`src/rtl/ifft_pkg.sv`:
```
// ifft_pkg: shared twiddle-table geometry, Q8 constants and sequencer state encoding
package ifft_pkg;
  localparam int TW_ADDR_W = 5;
  localparam int TW_DATA_W = 16;
  localparam int TW_STAGES = 7;
  localparam int TW_LANES  = 4;
  localparam logic [TW_DATA_W-1:0] ONE = 16'h0100;
  typedef enum logic [1:0] {IDLE, STREAM, DONE} tw_state_e;
endpackage

```
`src/rtl/ifft_twiddle_img_sequencer.sv`:
```
// ifft_twiddle_img_sequencer: sweeps the imaginary twiddle ROM and streams coefficients with stage/lane/last tags
module ifft_twiddle_img_sequencer
  import ifft_pkg::*;
#(
  parameter int ADDR_W     = TW_ADDR_W,
  parameter int DATA_W     = TW_DATA_W,
  parameter int NUM_STAGES = TW_STAGES,
  parameter int LANES      = TW_LANES
) (
  input  logic                     clk,
  input  logic                     rst_n,
  input  logic                     start,
  output logic [ADDR_W-1:0]        rom_addr,
  input  logic [DATA_W-1:0]        rom_data,
  output logic [DATA_W-1:0]        tw_data,
  output logic                     tw_valid,
  input  logic                     tw_ready,
  output logic [2:0]               tw_stage,
  output logic [$clog2(LANES)-1:0] tw_lane,
  output logic                     tw_last,
  output logic                     busy,
  output logic                     done
);
  localparam logic [ADDR_W-1:0] LAST = ADDR_W'(NUM_STAGES * LANES - 1);
  tw_state_e         r_state, w_next;
  logic [ADDR_W-1:0] r_idx;
  logic              w_accept, w_at_last;
  assign w_at_last = r_idx == LAST;
  assign w_accept  = (r_state == STREAM) & tw_ready;
  always_ff @(posedge clk or negedge rst_n) begin
    if (!rst_n) r_state <= IDLE;
    else        r_state <= w_next;
  end
  // The terminal compare gates the increment, so idx never wraps.
  always_ff @(posedge clk or negedge rst_n) begin
    if (!rst_n)                       r_idx <= '0;
    else if (r_state == DONE)         r_idx <= '0;
    else if (w_accept && !w_at_last)  r_idx <= r_idx + ADDR_W'(1);
  end
  always_comb begin
    w_next = r_state;
    w_next = (r_state == IDLE)   ? (start ? STREAM : IDLE) :
             (r_state == STREAM) ? ((w_accept && w_at_last) ? DONE : STREAM) :
                                   IDLE;
  end
  // Address runs one item ahead on accept so the ROM latency is hidden; a stall re-reads idx.
  always_comb begin
    tw_valid = r_state == STREAM;
    busy     = r_state == STREAM;
    done     = r_state == DONE;
    tw_last  = (r_state == STREAM) & w_at_last;
    rom_addr = (r_state == IDLE) ? '0 : (w_accept && !w_at_last) ? r_idx + ADDR_W'(1) : r_idx;
    tw_data  = rom_data;
    tw_stage = 3'(r_idx >> $clog2(LANES));
    tw_lane  = r_idx[$clog2(LANES)-1:0];
  end
endmodule
```
`config.mk`:
```
export PLATFORM = sky130hd
export DESIGN_NAME = ifft_twiddle_img_sequencer
export DESIGN_NICKNAME = d
export VERILOG_FILES = /design/src/rtl/ifft_pkg.sv /design/src/rtl/ifft_twiddle_img_sequencer.sv
export SDC_FILE = /design/constraint.sdc
export NUM_CORES = 1
export LEC_CHECK = 0
export BUFFER_PORTS_ARGS = -buffer_cell sky130_fd_sc_hd__buf_2
export CORE_UTILIZATION = 30
export DETAILED_ROUTE_END_ITERATION = 7
export PLACE_DENSITY = 0.68
export SKIP_LAST_GASP = 1
export SLEW_MARGIN = 20
export SYNTH_ARGS = -nofsm -noshare
export SYNTH_HDL_FRONTEND = slang
export SYNTH_SLANG_ARGS = --single-unit
export TNS_END_PERCENT = 30
```
`constraint.sdc`:
```
create_clock -name clk -period 1.67 [get_ports clk]
set_input_delay 0.0835 -clock clk [delete_from_list [all_inputs] [get_ports clk]]
set_output_delay 0.0835 -clock clk [all_outputs]
set_load 0.005 [all_outputs]
```
Yosys cells after proc, flatten, opt, wreduce, memory -nomap -nowiden
Cells that the tools add are included.

Bits in registers: 7. Output and inout bits: 30. Logic and storage cells: 19.

$add $sub $neg: 1. Equal/unequal tests: 3. Muxes and demuxes: 7. Bitwise logic cells: 2. Reduce and logical (&&, ||, !) cells: 4.

Operators with widths (count): 5-bit two-way mux (3); 2-bit two-way mux (3); 5-bit by 1-bit adder with 5-bit output, second input constant (1); 5-bit == test, second input constant (1); 1-bit AND (2); 2-bit by 1-bit == test with 1-bit output, second input constant (1); 2-bit == test, second input constant (1); 1-bit logical AND (2); 2-bit logical NOT (1); 1-bit logical NOT (1); 1-bit two-way mux (1).

Depth between registers and ports, before layout
Depth in word-level cells: 6. Depth in mapped cells: 4.

Worst setup path before layout
Ideal clock, no wire load.

Path type: reg-to-output. Start: register r_idx[0]. End: output port rom_addr[0]. Data arrival time: 1341 ps. Data required time: 1586 ps. Path slack: 245 ps. Stages on the path, launching flop included: 5. Path buffers: 0. Path through: dfrtp_1 ha_1 and4b_4 or3_1 a21oi_1.

Longest elaborated chain between the ends: 5.

RTL lines: start, declared (line ifft_twiddle_img_sequencer.sv:26) `logic [ADDR_W-1:0] r_idx;`; start signal, assigned (line ifft_twiddle_img_sequencer.sv:38) `else if (w_accept && !w_at_last) r_idx <= r_idx + ADDR_W'(1);`; branches (longest 3 deep; another with 5-bit by 1-bit adder with 5-bit output); 5-bit two-way mux (*) (2 in a row) (line ifft_twiddle_img_sequencer.sv:52) `rom_addr = (r_state == IDLE) ? '0 : (w_accept && !w_at_last) ? r_idx + ADDR_W'(1) : r_idx;`; end, declared (line ifft_twiddle_img_sequencer.sv:13) `output logic [ADDR_W-1:0] rom_addr,`.

Every way passes the cells marked *.

Worst setup path after layout
Same ends and word-level chain as after synthesis.

==> results.toml <==
[synth]
avgSynthCellArea_sq_um = 8.78
yosys_warnings = 0
ys_async_sr_fraction_pct = 100
synth_edf_count = 0
synthFlopType = "dfrtp_1"
ys_seq_area_share_pct = 33.8
synth_cell_types = 20
synth_fp_nets = 80
synth_cells = 59
ys_ff_latch = 7
syn_area_sq_um = 518

[floorplanning]
die_x_microns = 43.6
ioPinCount = 50
row_count = 14
core_area_sq_mm = 0.00156
start_util_pct = 33.2
die_area_sq_mm = 0.00190
fp.dieH_microns = 43.6

[clock_tree]
cts_tree = "yes"
htreeDepth = 1
cts.sinks = 7
clk_pin_slew_worst_paths_ps = 60
clk_latency_ps = 260
clockBufferDepth = 2
cts_made_buffers = 3
cts-root-buf = "clkbuf_4"

[final_layout]
nNetsFinal = 91
stdcell_count = 85
drive_above_1_share_pct = 50.7
syn_to_final_growth_pct = 15.5
final_common_cell = "buf_2"
final_cell_mix = "17 x buf_2, 7 x dfrtp_1, 6 x a21oi_1, 6 x buf_4, 5 x nor2_1"
fill_cells = 172
final_cell_area_sq_um = 598
num_antenna_cells = 0

[sta]
finalCritPeriodShare_pct = 103
setup_viol = 1
hold_viol = 0
min_period_ps = 1710
fin_ws_ps = -44.3
hold_ws_ps = 57.3
fin_skew_ps = 8.89
rsz0062_at_grt = "true"
max_freq_mhz = 583
slew_violations = 0
worst_pin_slew_ps = 479
relSlewSlack_pct = 67.9

[power]
p_leak_nw = 0.286
p_int_uw = 563
sequentialPowerShare_pct = 34.0
switching_power_uw = 337
power_frac_comb_pct = 48.6
clockPowerShare_pct = 17.4
vdd_drop_max_mv = 0.716
switching_share_pct = 37.5
p_per_area_mw_per_mm2 = 1500

[grt]
track_usage_pct = 12.5
grt.overflow.total = 0
antenna_found_initial = 0
grt_pass1_wl_microns = 1710
grt_pass1_vias = 377
grt_start_max_net_pins = 8

[run_status]
status = "complete, but fails checks"
failed_checks = "design-rule violations, negative setup slack"

[placement]
place_inst = 74
placed_cell_area_sq_um = 492
hpwl_microns = 751
preCtsSetupSlack_ps = 130
io_buffers = 17
place.gp.congestion = 0.825

[drt]
num_vias = 440
ant_nets = 0
wire_per_inst_microns = 13.2
firstDrtPassIters = 6
drcViolationCount = 9
drt-initial-drc-count = 14
wl_microns = 1130
avgViaCountPerCell = 5.18

[worst_setup_path]
startpoint = "r_idx[0]$_DFF_PN0_"
r2r_start = "r_idx[0]$_DFF_PN0_"
worstPathArrival_ps = 1630
crit_fanout = 4
setup.worst_path.class = "flip-flop to primary output"
worstSetupStartpointType = "flip-flop"
worstPathRequired_ps = 1590
cp-end-kind = "primary output"

[job]
drv_cap = 0

[worst_hold_path]
hp-class = "input pin to flip-flop"
hp-start = "tw_ready"
## final timing paths
kind | slack (ps) | cells past startpoint | end
hold / removal | 60 | 2 | r_state[0]$_DFF_PN0_
min in group asynchronous | 190 | 2 | r_state[0]$_DFF_PN0_
max in group asynchronous | 1310 | 2 | r_idx[0]$_DFF_PN0_
setup reg to reg | 300 | 4 | r_idx[0]$_DFF_PN0_
setup / recovery | -40 | 5 | rom_addr[0]
hold reg to reg | 500 | 1 | r_state[0]$_DFF_PN0_
## routing by layer
metal | GRT usage, % | vias up | wire length (microns) | share of wire (%)
li1 | - | 213 | - | -
met1 | 16.1 | 204 | 497 | 44
met2 | 16.7 | 21 | 511 | 45
met3 | 6.67 | 2 | 112 | 9.9
met4 | 6.25 | 0 | 4 | 0.36
met5 | 0 | - | 0 | 0
## cell usage after synthesis, types with 2 or more instances
library cell / n / area share (%)
a21oi_1: 8 / 7.7
nor2_1: 5 / 3.6
or3_1: 3 / 3.6
nand4b_1: 2 / 3.4
o21ai_0: 4 / 3.9
buf_4: 17 / 25
dfrtp_1: 7 / 34
## timing repair
item	in CTS	in global routing
setup buffers	4	2
cloned	0	0
resized for setup	3	4
setup endpoints to repair	3	5
hold buffers	1	0
pin swaps	2	3
endpoints found under the hold margin	7	0
## per-stage QoR
| step | TNS, ps | power, mW | util [%] |
|---|---|---|---|
| after floorplan | 0 | 0.521 | - |
| after global placement | 0 | 0.645 | 31.5 |
| after detailed placement | 0 | 0.651 | 31.5 |
| after CTS | -148 | 0.855 | 36.5 |
| after global routing | -298 | 0.969 | 38.4 |
| final | -44.3 | 0.900 | 38.4 |
## power by group through the flow
stage,logic (mW),registers [mW],clock network (mW)
after floorplan,0.219,0.302,0
after global placement,0.339,0.306,0
after detailed placement,0.338,0.313,0
after CTS,0.391,0.307,0.158
after global routing,0.486,0.317,0.166
final,0.437,0.306,0.156
## cell families after synthesis
kind of cell / Yosys count / share of synthesized area, %
compound gates: 14 / 14.5
buf+inv: 18 / 25.4
fa+ha+maj: 1 / 2.42
flops: 7 / 33.8
simple gates: 18 / 22.0
mux: 1 / 1.93
## cell type report
class | instances | area [sq um] | share of cell area (%)
repair buffers | 24 | 140 | 23.4
flip-flops and latches | 7 | 175 | 29.3
well taps | 16 | 20.0 | 3.35
multi-input cells | 34 | 236 | 39.5
clock buffers | 4 | 26.3 | 4.39
## flip-flops by register name, indices dropped and copies added, names as in the netlist
| name | count |
|---|---|
| r_idx | 5 |
| r_state | 2 |
## critical path, stage by stage, from the launching register on
cell and delay, ps:
dfrtp_1 380, ha_2 210, and4b_4 190, or3_4 370, a21oi_2 110, buf_2 110
Power figures use the tool's default switching activity.
